`src/rtl/dds_wave_shaper.sv`:
```
// Phase address -> offset-binary sample shaper for the DDS chain.
// Three registered stages: shape, amplitude scale, offset/sync. Config commits only at phase wrap or on cfg_now.
module dds_wave_shaper #(
  parameter logic [1:0] WAVE_RESET = 2'd0,
  parameter logic [7:0] AMP_RESET  = 8'd255
) (
  input  logic       clk_50M,
  input  logic       rst_n,
  input  logic [7:0] addr,
  input  logic [1:0] wave_sel,
  input  logic [7:0] amp,
  input  logic       cfg_now,
  output logic [7:0] dout,
  output logic       dout_valid,
  output logic       sync
);

  logic [1:0]        pend_wave, act_wave, eff_wave;
  logic [7:0]        pend_amp, act_amp, eff_amp;
  logic              prev_msb, wrap, commit;
  logic [6:0]        sine_mag;
  logic signed [7:0] mag_s, s_next;
  logic signed [7:0] s1;
  logic [7:0]        amp1;
  logic              wrap1;
  logic signed [16:0] prod;
  logic signed [7:0] sc2;
  logic              wrap2;
  logic [2:0]        valid_sr;
  logic              unused_prod;

  // Quarter-wave sine, T[i] = round(127*sin(2*pi*(i+0.5)/256)).
  function automatic logic [6:0] sine_q(input logic [5:0] i);
    case (i)
      6'd0:  sine_q = 7'd2;   6'd1:  sine_q = 7'd5;   6'd2:  sine_q = 7'd8;   6'd3:  sine_q = 7'd11;
      6'd4:  sine_q = 7'd14;  6'd5:  sine_q = 7'd17;  6'd6:  sine_q = 7'd20;  6'd7:  sine_q = 7'd23;
      6'd8:  sine_q = 7'd26;  6'd9:  sine_q = 7'd29;  6'd10: sine_q = 7'd32;  6'd11: sine_q = 7'd35;
      6'd12: sine_q = 7'd38;  6'd13: sine_q = 7'd41;  6'd14: sine_q = 7'd44;  6'd15: sine_q = 7'd47;
      6'd16: sine_q = 7'd50;  6'd17: sine_q = 7'd53;  6'd18: sine_q = 7'd56;  6'd19: sine_q = 7'd58;
      6'd20: sine_q = 7'd61;  6'd21: sine_q = 7'd64;  6'd22: sine_q = 7'd67;  6'd23: sine_q = 7'd69;
      6'd24: sine_q = 7'd72;  6'd25: sine_q = 7'd74;  6'd26: sine_q = 7'd77;  6'd27: sine_q = 7'd79;
      6'd28: sine_q = 7'd82;  6'd29: sine_q = 7'd84;  6'd30: sine_q = 7'd86;  6'd31: sine_q = 7'd89;
      6'd32: sine_q = 7'd91;  6'd33: sine_q = 7'd93;  6'd34: sine_q = 7'd95;  6'd35: sine_q = 7'd97;
      6'd36: sine_q = 7'd99;  6'd37: sine_q = 7'd101; 6'd38: sine_q = 7'd103; 6'd39: sine_q = 7'd105;
      6'd40: sine_q = 7'd106; 6'd41: sine_q = 7'd108; 6'd42: sine_q = 7'd110; 6'd43: sine_q = 7'd111;
      6'd44: sine_q = 7'd113; 6'd45: sine_q = 7'd114; 6'd46: sine_q = 7'd115; 6'd47: sine_q = 7'd117;
      6'd48: sine_q = 7'd118; 6'd49: sine_q = 7'd119; 6'd50: sine_q = 7'd120; 6'd51: sine_q = 7'd121;
      6'd52: sine_q = 7'd122; 6'd53: sine_q = 7'd123; 6'd54: sine_q = 7'd124; 6'd55: sine_q = 7'd124;
      6'd56: sine_q = 7'd125; 6'd57: sine_q = 7'd125; 6'd58: sine_q = 7'd126; 6'd59: sine_q = 7'd126;
      default: sine_q = 7'd127;
    endcase
  endfunction

  // The committed config applies to the address of the commit cycle itself.
  assign wrap     = prev_msb & ~addr[7];
  assign commit   = wrap | cfg_now;
  assign eff_wave = commit ? pend_wave : act_wave;
  assign eff_amp  = commit ? pend_amp  : act_amp;

  always_comb begin
    sine_mag = sine_q(addr[6] ? ~addr[5:0] : addr[5:0]);
    mag_s    = {1'b0, sine_mag};
    s_next   = '0;
    case (eff_wave)
      2'd0:    s_next = addr[7] ? -mag_s : mag_s;
      2'd1:    s_next = addr[7] ? -8'sd127 : 8'sd127;
      2'd2:    s_next = addr[7] ? $signed(8'd127 - {addr[6:0], 1'b0})
                                : $signed({~addr[6], addr[5:0], 1'b0});
      default: s_next = $signed({~addr[7], addr[6:0]});
    endcase
  end

  always_ff @(posedge clk_50M or negedge rst_n) begin
    if (!rst_n) begin
      pend_wave <= WAVE_RESET;
      pend_amp  <= AMP_RESET;
      act_wave  <= WAVE_RESET;
      act_amp   <= AMP_RESET;
      prev_msb  <= 1'b0;
    end else begin
      pend_wave <= wave_sel;
      pend_amp  <= amp;
      act_wave  <= eff_wave;
      act_amp   <= eff_amp;
      prev_msb  <= addr[7];
    end
  end

  // Unsigned amplitude is zero-extended so the product stays signed; floor shift keeps -128..126.
  assign prod        = s1 * $signed({1'b0, amp1});
  assign unused_prod = ^{prod[16], prod[7:0]};
  assign dout_valid  = valid_sr[2];

  always_ff @(posedge clk_50M or negedge rst_n) begin
    if (!rst_n) begin
      s1       <= '0;
      amp1     <= '0;
      wrap1    <= 1'b0;
      sc2      <= '0;
      wrap2    <= 1'b0;
      dout     <= 8'h80;
      sync     <= 1'b0;
      valid_sr <= '0;
    end else begin
      s1       <= s_next;
      amp1     <= eff_amp;
      wrap1    <= wrap;
      sc2      <= prod[15:8];
      wrap2    <= wrap1;
      dout     <= {~sc2[7], sc2[6:0]};
      sync     <= wrap2;
      valid_sr <= {valid_sr[1:0], 1'b1};
    end
  end

endmodule

```
`config.mk`:
```
export PLATFORM = sky130hd
export DESIGN_NAME = dds_wave_shaper
export DESIGN_NICKNAME = d
export VERILOG_FILES = /design/src/rtl/dds_wave_shaper.sv
export SDC_FILE = /design/constraint.sdc
export NUM_CORES = 1
export LEC_CHECK = 0
export ABC_AREA = 0
export CAP_MARGIN = 20
export CELL_PAD_IN_SITES_DETAIL_PLACEMENT = 2
export CELL_PAD_IN_SITES_GLOBAL_PLACEMENT = 2
export CORE_MARGIN = 4
export CORE_UTILIZATION = 29
export CTS_CLUSTER_DIAMETER = 30
export DETAILED_ROUTE_END_ITERATION = 8
export GPL_TIMING_DRIVEN = 0
export PLACE_DENSITY_LB_ADDON = 0.08
export SLEW_MARGIN = 20
export SYNTH_ARGS = -nofsm -noshare
export SYNTH_HDL_FRONTEND = slang
export SYNTH_SLANG_ARGS = --single-unit
```
`constraint.sdc`:
```
create_clock -name clk_50M -period 4.3 [get_ports clk_50M]
set_input_delay 0.43 -clock clk_50M [delete_from_list [all_inputs] [get_ports clk_50M]]
set_output_delay 0.43 -clock clk_50M [all_outputs]
set_load 0.02 [all_outputs]
```
Yosys cells after proc, flatten, opt, wreduce, memory -nomap -nowiden:

Memory sizes are Yosys's and may differ from the RTL's.
Index checks and enable logic that the tools add are counted.
W data, S select, Z words.

* register bits after elaboration: 59
* memory bits (read-only): 448
* bits of input ports: 21
* output and inout bits: 10
* memories kept: 1

* add/subtract/negate cells: 2
* $mul: 1
* eq/ne operators: 2
* muxes and demuxes: 7
* bitwise logic cells: 6
* reduce and logical (&&, ||, !) cells: 1

Memories
* (no name shown): depth 64, width 7, rd ports 1, clocked after memory_dff 0, wr ports 0, RTL line 34 `case (i)`

Operators by type and width (count)
* $mux W8: 4
* $pmux W8 S3: 1
* $mul A8 B9 Y16: 1
* $neg A7 Y8: 1
* $sub A7 B8 Y8 const A: 1
* $mux W6: 1
* $not A6 Y6: 1
* $not A1 Y1: 3
* $eq A2 B1 Y1 const B: 1
* $eq A2 B2 Y1 const B: 1
* $logic_not A2 Y1: 1
* $mux W2: 1
* $and A1 B1 Y1: 1
* $or A1 B1 Y1: 1

Longest topological paths before layout:

Gate-level depths: netlist (run 1).

* depth after elaboration: 6
* mapped depth: 17
* depth with buffers taken out: 17

Worst setup path after synthesis (run 1):

OpenSTA, ideal clock, no wires.

* path kind: flip-flop to flip-flop
* start point: reg s1[7]
* end point: reg sc2[6]
* library setup time: 0.080 ns
* arrival: 4.020 ns
* data required time: 4.220 ns
* path slack: 0.200 ns
* cell stages (with the launch flop): 16
* buffers on the path: 0
* clock period less this slack: 4.100 ns
* cells stage by stage: dfrtp_1 -> inv_1 -> nor2_1 -> fa_1 -> fa_1 -> fa_1 -> inv_1 -> fa_1 -> inv_1 -> ha_1 -> o21a_1 -> nor2_1 -> a21oi_1 -> a211o_1 -> a21oi_1 -> xnor2_1

* word-level cells in the longest chain between the ends: 1

Ends and longest elaborated chain
* from (decl): RTL line 23 `logic signed [7:0] s1;`
* from (signal assigned): RTL line 105 `s1 <= s_next;`
* $mul A8 B9 Y16: RTL line 90 `assign prod = s1 * $signed({1'b0, amp1});`
* net prod[14]: RTL line 26 `logic signed [16:0] prod;`
* to (signal assigned): RTL line 108 `sc2 <= prod[15:8];`
* to (decl): RTL line 27 `logic signed [7:0] sc2;`

The timed path passes the listed nets, and every way through them passes these cells.

Final worst setup path (run 1):

* start point: reg s1[3]
* end point: reg sc2[5]

Same word-level chain as after synthesis.

==> results.tsv, run 1 <==
metric	value	unit
required	4.51	ns
hold_depth	0	
worst_r2r_path_depth	15	
synth_mux_area_frac	0.0339	
synth_edf_count	0	
drtPass1Iterations	4	
cts_buffers	9	
grt_pass1_wl	24.7	mm
synthToLayoutAreaGrowth	21.9	%
setup_viol	0	
synth-seq-area-share	0.286	
path_clk_slew	0.05	ns
cts_num_sinks	59	
num_vias	3998	
layout_commonest_cell	inv_1	
synth_simple_gate_area_frac	0.170	
layout-drive-gt1-share	0.233	
synthAdderAreaFrac	0.241	
p_clk_frac	0.183	
clk-insertion-delay-late	0.34	ns
power_density	673	nW/um^2
drc	0	
synthesis.area	5250	um^2
seqPwrFrac	0.183	
final_util	0.365	
syn_nets	627	
end_kind	flip-flop	
die_area	20300	um^2
met2_length	8.15	mm
synth-seq-cells	59	
synth_area_per_cell	9.97	um^2
synth_cell_types	78	
nets	684	
grt_pass1_vias	4514	
initial_core_util	0.299	
clk_path_buf_depth	2	
whs_endpoint	dout[3]	
tightest_slew	0.705	ns
async_flop_share	1.00	
grt_max_degree	55	
fillCellCount	1890	
finalClockSkew	0.00742	ns
die_y	142	um
placementRows	48	
die_w	142	um
diodes	0	
grt-ovfl-total	0	
cts_tree	built	
fin_cells	813	
synth_warnings	0	
grt_setup_unrepaired	yes	
final_cell_mix	60 x inv_1, 43 x ha_1, 35 x fa_1, 32 x and2_1, 31 x nand2_1	
r2r_slack	0.12	ns
core	17500	um^2
drv_slew	0	
fmax	239	MHz
setup.worst_path.start	s1[3]	
ant_nets	0	
ys.flop_type	dfrtp_1	
period_needed	4.18	ns
power.leakage	2.84	nW
hp-class	flip-flop to flip-flop	
h-tree-depth	3	
finalPower	0.00430	W
worstPathArrival	4.40	ns
relSlewSlack	0.517	
critical_path_class	flip-flop to flip-flop	
grt_util_all_layers	0.157	
dp_cells	780	
timing.final.crit_share	0.973	
drt-met1-wl	6.62	mm
p_sw	0.00180	W
synth_xor_area_frac	0.0348	
dp_hpwl	11.6	mm
synth_top_family_by_area	adder cells	
dr_wl_met3	307	um
synth_cells	526	
routedWlPerCell	18.8	um
port_buffers	28	
viasPerCell	4.92	
status	completed	
internal-power	0.00250	W
min_from	sc2[3]	
first_iter_violations	122	
antenna_found_initial	0	
place_congestion	0.822	
synth_compound_area_frac	0.146	
vdd_drop_max	0.704	mV
cp_max_fo	7	
ioPinCount	31	
comb_power_share	0.634	
highest_layer	met4	
maxCapViolCount	0	
cp-start-kind	flip-flop	
reg2reg_from	s1[3]	
wl	15.3	mm
cts_root_buf	clkbuf_16	
switching_share	0.419	
r2r-end	sc2[5]	
hold_violations	0	
[registers in the layout, indices dropped and copies added, names as in the netlist]
register   cells
s1             8
act_wave       2
prev_msb       1
sc2            8
amp1           8
sync           1
pend_amp       8
wrap2          1
dout           8
valid_sr       3
pend_wave      2
act_amp        8
wrap1          1
[per-stage QoR]
| step | worst slack, ns | hold WS, ns | instance area (um^2) | TNS, ns |
|---|---|---|---|---|
| after CTS | 0.00150 | 0.353 | 6260 | 0 |
| after global routing | -0.0356 | 0.354 | 6390 | -0.0680 |
| after global placement | -0.256 | 0.332 | 5810 | -0.779 |
| after floorplan | 0.200 | 0.134 | 5250 | 0 |
| after detailed placement | -0.393 | 0.254 | 5830 | -1.43 |
| final | 0.117 | 0.351 | 6390 | 0 |
[power groups by stage]
| stage | registers, W | logic [W] | clock network [W] |
|---|---|---|---|
| final | 0.000788 | 0.00273 | 0.000786 |
| after CTS | 0.000795 | 0.00254 | 0.000806 |
| after detailed placement | 0.000806 | 0.00232 | 0 |
| after global routing | 0.000803 | 0.00315 | 0.000842 |
| after floorplan | 0.000820 | 0.00166 | 0 |
| after global placement | 0.000802 | 0.00221 | 0 |
[critical path, stage by stage (launching register included)]
cell,delay [ns]
dfrtp_2,0.42
buf_12,0.14
and2_1,0.15
fa_1,0.52
fa_1,0.43
fa_1,0.54
inv_1,0.05
fa_1,0.54
inv_1,0.07
ha_4,0.25
o21a_1,0.19
nor2_2,0.12
a21oi_4,0.06
a211o_1,0.30
buf_4,0.15
xor2_1,0.13
[layer usage]
layer / vias up / global-route usage
met5: - / 0
met4: 0 / 0.0420
met3: 10 / 0.0218
met2: 39 / 0.284
met1: 2067 / 0.194
li1: 1882 / -
[synth_stat cells, types with 5 or more instances]
master	instances	area, um^2
a211oi_1	5	37.5
a21oi_1	22	110
a31oi_1	8	50.1
and2_1	34	213
buf_2	6	30.0
clkbuf_8	6	82.6
dfrtp_1	42	1050
dfstp_2	17	447
fa_1	35	701
ha_1	45	563
inv_1	63	236
mux2_2	10	113
mux2i_1	5	50.1
nand2_1	31	116
nand2b_1	17	106
nand3_1	8	40.0
nor2_1	25	93.8
nor2b_1	10	62.6
nor3_1	10	50.1
o21ai_0	11	55.1
o22ai_1	7	43.8
xnor2_1	12	105
xor2_1	7	61.3
[worst max-delay path by stage]
stage | endpoint | slack, ns | cells past startpoint
3_5_place_dp | sc2[6] | -0.39 | 14
5_1_grt | sc2[5] | -0.04 | 15
3_3_place_gp | sc2[6] | -0.26 | 14
4_1_cts | sc2[6] | 0.001 | 15
6_report | sc2[5] | 0.12 | 15
2_1_floorplan | sc2[6] | 0.20 | 15
[final cells by class]
| class | instances | area (um^2) | area share |
|---|---|---|---|
| flip-flops and latches | 59 | 1510 | 0.237 |
| plain buffers | 23 | 216 | 0.0338 |
| inverters | 66 | 250 | 0.0391 |
| multi-input cells | 378 | 3360 | 0.525 |
| repair buffers | 46 | 448 | 0.0700 |
| clock buffers | 9 | 225 | 0.0352 |
| well taps | 225 | 282 | 0.0440 |
| clock inverters | 7 | 100 | 0.0157 |
[repair_timing]
item                                    CTS  global route
hold endpoints to repair                  5             0
resized for setup                        13            20
pin swaps                                 5            16
setup buffers                             7             9
cloned                                    0             0
hold buffers                              1             0
endpoints found under the setup margin    5             6
[kinds of logic (layout without fill, tap and decap cells)]
family | count (synthesis) | count (layout)
muxes | 16 | 16
and+or+nand+nor | 160 | 160
DFF | 59 | 59
adders and majority gates | 80 | 80
other | 1 | 1
buffers and inverters | 89 | 151
xor gates and xnor gates | 20 | 20
AOI/OAI and AO/OA | 101 | 101
Note: power is estimated with default switching activity, not from simulation.
==> run 2: changes to the inputs <==
--- a/config.mk
+++ b/config.mk
@@ -5,7 +5,7 @@
 export SDC_FILE = /design/constraint.sdc
 export NUM_CORES = 1
 export LEC_CHECK = 0
-export ABC_AREA = 0
+export ABC_AREA = 1
 export CAP_MARGIN = 20
 export CELL_PAD_IN_SITES_DETAIL_PLACEMENT = 2
 export CELL_PAD_IN_SITES_GLOBAL_PLACEMENT = 2
@@ -15,6 +15,7 @@
 export DETAILED_ROUTE_END_ITERATION = 8
 export GPL_TIMING_DRIVEN = 0
 export PLACE_DENSITY_LB_ADDON = 0.08
+export RECOVER_POWER = 25
 export SLEW_MARGIN = 20
 export SYNTH_ARGS = -nofsm -noshare
 export SYNTH_HDL_FRONTEND = slang
==> results.tsv, run 2 <==
metric	value	unit
status	finished with violations	
violations	capacitance limit, slew limit	
die_w	138	um
critical_path_class	flip-flop to flip-flop	
worstPathArrival	4.29	ns
synth_largest_area_cell	dfrtp_1	
grt_pass1_wl	20.9	mm
die_y	138	um
synthTopCellsByArea	dfrtp_1 21%, fa_1 14%, ha_1 11%	
ioPinCount	31	
switching_share	0.430	
grt_util_all_layers	0.141	
comb_power_share	0.574	
clk_path_buf_depth	2	
die_area	19000	um^2
layout_commonest_cell	nand2_1	
cts_root_buf	clkbuf_16	
cp-start-kind	flip-flop	
synth-seq-area-share	0.306	
met1_usage	0.167	
wl	12.5	mm
synthTopCellsByCount	148 x nand2_1, 123 x inv_1, 45 x ha_1	
path_clk_slew	0.06	ns
synthToLayoutAreaGrowth	20.5	%
cts_num_sinks	59	
grt_pass1_vias	4222	
tightest_slew	3.04	ns
final_util	0.356	
met2_usage	0.261	
synthesis.area	4900	um^2
synth.most_common_cell	nand2_1	
finalClockSkew	0.0114	ns
fillCellCount	1898	
drv_slew	60	
p_clk_frac	0.200	
grt-ovfl-total	0	
async_flop_share	1.00	
cts_tree	built	
drtPass1Iterations	4	
top_usage_layer	met2	
h-tree-depth	3	
finalPower	0.00343	W
power_density	581	nW/um^2
initial_core_util	0.295	
fmax	246	MHz
synth_warnings	0	
ant_nets	0	
first_iter_violations	77	
viasPerCell	4.47	
synth_area_per_cell	8.45	um^2
nets	729	
layout-drive-gt1-share	0.188	
setup_viol	0	
hp-class	flip-flop to flip-flop	
placed_area	5470	um^2
seqPwrFrac	0.227	
dp_hpwl	10.1	mm
routedWlPerCell	14.6	um
cp_max_fo	4	
cts_buffers	9	
place_congestion	0.787	
relSlewSlack	-1.03	
period_needed	4.06	ns
power.leakage	3.13	nW
syn_nets	681	
internal-power	0.00195	W
required	4.53	ns
ff_latch_area	1510	um^2
multi_input_area	2830	um^2
synth-seq-cells	59	
gr-usage-met3	0.0261	
hold_violations	0	
final_cell_mix	147 x nand2_1, 120 x inv_1, 43 x ha_1, 35 x fa_1, 32 x nand3_1	
antenna_found_initial	0	
num_vias	3817	
p_sw	0.00148	W
grt_setup_unrepaired	no	
finish.instance_area	5900	um^2
grt_max_degree	60	
end_kind	flip-flop	
r2r_slack	0.24	ns
timing.final.crit_share	0.945	
synth_cells	580	
port_buffers	30	
vdd_drop_max	0.282	mV
placementRows	47	
core	16600	um^2
synth_top_area_share	0.215	
ys.flop_type	dfrtp_1	
diodes	0	
clk-insertion-delay-late	0.33	ns
drc	0	
synth_edf_count	0	
synth_cell_types	41	
maxCapViolCount	1	
-- run 2: cell type report --
type,instances,area share
Inverter,130,0.0852
Multi-Input combinational cell,374,0.480
Buffer,6,0.0102
Clock buffer,9,0.0382
Clock inverter,7,0.0104
Tap cell,220,0.0466
Timing Repair Buffer,48,0.0734
Sequential cell,59,0.257
-- run 2: kinds of logic (layout without fill, tap and decap cells) --
| group | count (synthesis) | count (layout) | share of synthesized area |
|---|---|---|---|
| AND/OR/NAND/NOR | 227 | 227 | 0.206 |
| buffers and inverters | 147 | 200 | 0.122 |
| adder cells (fa/ha/maj) | 80 | 80 | 0.258 |
| flip-flops | 59 | 59 | 0.306 |
| AO/OA/AOI/OAI | 41 | 41 | 0.0531 |
| XOR/XNOR | 17 | 17 | 0.0358 |
| multiplexers | 8 | 8 | 0.0184 |
| other | 1 | 1 | 0.000766 |
-- run 2: worst paths after layout --
kind / from / end / depth (start not counted)
setup / recovery: amp1[3] / sc2[2] / 18
hold / removal: sc2[4] / dout[4] / 0
setup reg to reg: amp1[3] / sc2[2] / 18
hold reg to reg: sc2[4] / dout[4] / 0
max in group asynchronous: rst_n / s1[2] / 1
min in group asynchronous: rst_n / dout[4] / 1
-- run 2: power by group through the flow --
stage / logic [W] / registers (W) / clock network [W]
after detailed placement: 0.00190 / 0.000761 / 0
after global placement: 0.00180 / 0.000755 / 0
final: 0.00197 / 0.000778 / 0.000685
after CTS: 0.00192 / 0.000777 / 0.000716
after global routing: 0.00232 / 0.000794 / 0.000738
after floorplan: 0.00131 / 0.000792 / 0
-- run 2: critical path, stage by stage (launching register included) --
cell     delay (ns)
dfrtp_2        0.41
buf_4          0.14
buf_4          0.15
nand2_1        0.06
inv_1          0.05
fa_1           0.46
ha_1           0.33
inv_1          0.07
fa_1           0.53
inv_1          0.05
fa_1           0.48
ha_1           0.29
inv_1          0.04
o21ai_1        0.19
a21oi_1        0.12
o21ai_0        0.30
nand2_1        0.14
nand3_1        0.10
nand2_1        0.05
-- run 2: timing repair --
action,in CTS,in global routing
hold endpoints to repair,0,0
setup endpoints to repair,6,6
gates resized for setup,6,22
pin swaps,0,6
hold buffers,0,0
buffers inserted,2,16
-- run 2: stage by stage --
step / hold WS, ns / setup WS, ns / setup TNS [ns] / std cells
finish: 0.345 / 0.235 / 0 / 853
global route: 0.356 / 0.00154 / 0 / 853
CTS: 0.181 / 0.00879 / 0 / 841
detailed placement: 0.336 / -0.413 / -1.39 / 830
global placement: 0.333 / -0.346 / -1.03 / 830
floorplan: 0.134 / 0.190 / 0 / 580
-- run 2: metal layers --
layer,part of all wire,vias up
met5,0,-
met2,0.53,32
met3,0.021,12
li1,-,1853
met4,0.013,0
met1,0.44,1920
==> run 3: changes to the inputs <==
--- a/config.mk
+++ b/config.mk
@@ -11,6 +11,7 @@
 export CELL_PAD_IN_SITES_GLOBAL_PLACEMENT = 2
 export CORE_MARGIN = 4
 export CORE_UTILIZATION = 29
+export CTS_BUF_LIST = sky130_fd_sc_hd__clkbuf_8
 export CTS_CLUSTER_DIAMETER = 30
 export DETAILED_ROUTE_END_ITERATION = 8
 export GPL_TIMING_DRIVEN = 0
==> results.tsv, run 3 (same netlist as run 2, synthesis figures left out) <==
metric	value	unit
status	finished with violations	
violations	capacitance limit, slew limit	
cts_root_buf	clkbuf_8	
power.leakage	3.03	nW
drv_slew	60	
ioPinCount	31	
antenna_found_initial	0	
min_from	sc2[4]	
grt_pass1_wl	20.9	mm
drtPass1Iterations	4	
die_area	19000	um^2
grt_max_degree	60	
drc	0	
end_kind	flip-flop	
finalPower	0.00336	W
h-tree-depth	3	
clk-insertion-delay-late	0.35	ns
final_util	0.347	
place_congestion	0.787	
dp_hpwl	10.1	mm
placementRows	47	
cts_tree	built	
cts_buffers	9	
clk_path_buf_depth	2	
layout_commonest_cell	nand2_1	
nets	718	
power_density	585	nW/um^2
grt_pass1_vias	4239	
setup_viol	0	
wl	12.6	mm
hp-class	flip-flop to flip-flop	
synthToLayoutAreaGrowth	17.3	%
maxCapViolCount	1	
period_needed	4.05	ns
finalClockSkew	0.0169	ns
grt_setup_unrepaired	yes	
timing.final.crit_share	0.942	
num_vias	3781	
final_cell_mix	146 x nand2_1, 121 x inv_1, 40 x ha_1, 39 x dfrtp_1, 34 x fa_1	
cp_max_fo	3	
die_w	138	um
relSlewSlack	-1.03	
fin_cells	842	
required	4.54	ns
fmax	247	MHz
grt-ovfl-total	0	
vdd_drop_max	0.325	mV
die_y	138	um
hold_ws	0.343	ns
routedWlPerCell	14.9	um
cts_num_sinks	59	
reg2reg_from	s1[7]	
hold_violations	0	
cts_hold_buf	0	
viasPerCell	4.49	
port_buffers	30	
tightest_slew	3.04	ns
layout-drive-gt1-share	0.166	
dp_cells	830	
diodes	0	
initial_core_util	0.295	
fillCellCount	1899	
grt_util_all_layers	0.141	
path_clk_slew	0.09	ns
core	16600	um^2
ant_nets	0	
first_iter_violations	71	
setup.worst_path.start	s1[7]	
cp-start-kind	flip-flop	
worstPathArrival	4.29	ns
critical_path_class	flip-flop to flip-flop	
## run 3: cell types whose count changed in the layout (fill, tap and decap cells not counted), moves of 3 or more
cell | previous run | this run
ha_1 | 43 | 40
dfrtp_2 | 13 | 3
dfrtp_1 | 29 | 39
ha_4 | 1 | 4
clkbuf_8 | 0 | 9
clkbuf_16 | 9 | 0
buf_4 | 17 | 7
## run 3: path summary, 6_finish.rpt
path	endpoint	depth (start not counted)	slack, ns
setup reg to reg	sc2[6]	21	0.25
min in group asynchronous	dout[4]	1	1.06
hold reg to reg	dout[4]	0	0.34
setup / recovery	sc2[6]	21	0.25
hold / removal	dout[4]	0	0.34
max in group asynchronous	s1[7]	1	1.28
## run 3: cell type report
type | instances | area (um^2) | area share
well taps | 220 | 275 | 0.0479
multi-input cells | 374 | 2880 | 0.501
clock buffers | 9 | 124 | 0.0216
repair buffers | 37 | 347 | 0.0603
clock inverters | 7 | 61.3 | 0.0107
inverters | 130 | 502 | 0.0873
flip-flops and latches | 59 | 1500 | 0.261
plain buffers | 6 | 60.1 | 0.0105
## run 3: metal layers
metal / global-route usage / wire length, um / up-vias
met5: 0 / 0 / -
met4: 0.0329 / 139 / 0
met3: 0.0261 / 299 / 13
met2: 0.265 / 6700 / 31
met1: 0.166 / 5420 / 1910
li1: - / - / 1827
## run 3: what timing repair did
item | in CTS | in global routing
hold endpoints to repair | 0 | 0
gates cloned | 0 | 0
pin swaps | 0 | 13
endpoints found under the setup margin | 6 | 6
gates resized for setup | 7 | 16
setup buffers | 4 | 3
## run 3: through the flow
step	TNS, ns	cell area (um^2)	worst slack, ns
after floorplan	0	4900	0.190
after global placement	-1.03	5470	-0.346
after detailed placement	-1.39	5470	-0.413
after CTS	0	5680	0.0109
after global routing	-0.0403	5750	-0.0403
final	0	5750	0.251
## run 3: critical path, cell delays in order, from the launching register on
cell        delay [ns]
dfrtp_2           0.42
clkinvlp_4        0.12
buf_4             0.15
buf_4             0.13
fa_2              0.33
fa_1              0.50
inv_1             0.05
fa_1              0.54
inv_1             0.06
fa_1              0.52
inv_2             0.05
ha_4              0.23
nand2_1           0.06
a21oi_1           0.07
a211oi_2          0.22
o21ai_2           0.11
nand2_1           0.09
nand2_2           0.06
nand2_2           0.06
nand2_1           0.05
nand2_1           0.05
nand2_1           0.04
## run 3: power by group
part           total [W]  internal, W  switching, W
Combinational    0.00209     0.000922       0.00117
Clock           0.000482     0.000219      0.000264
Sequential      0.000787     0.000701     0.0000861
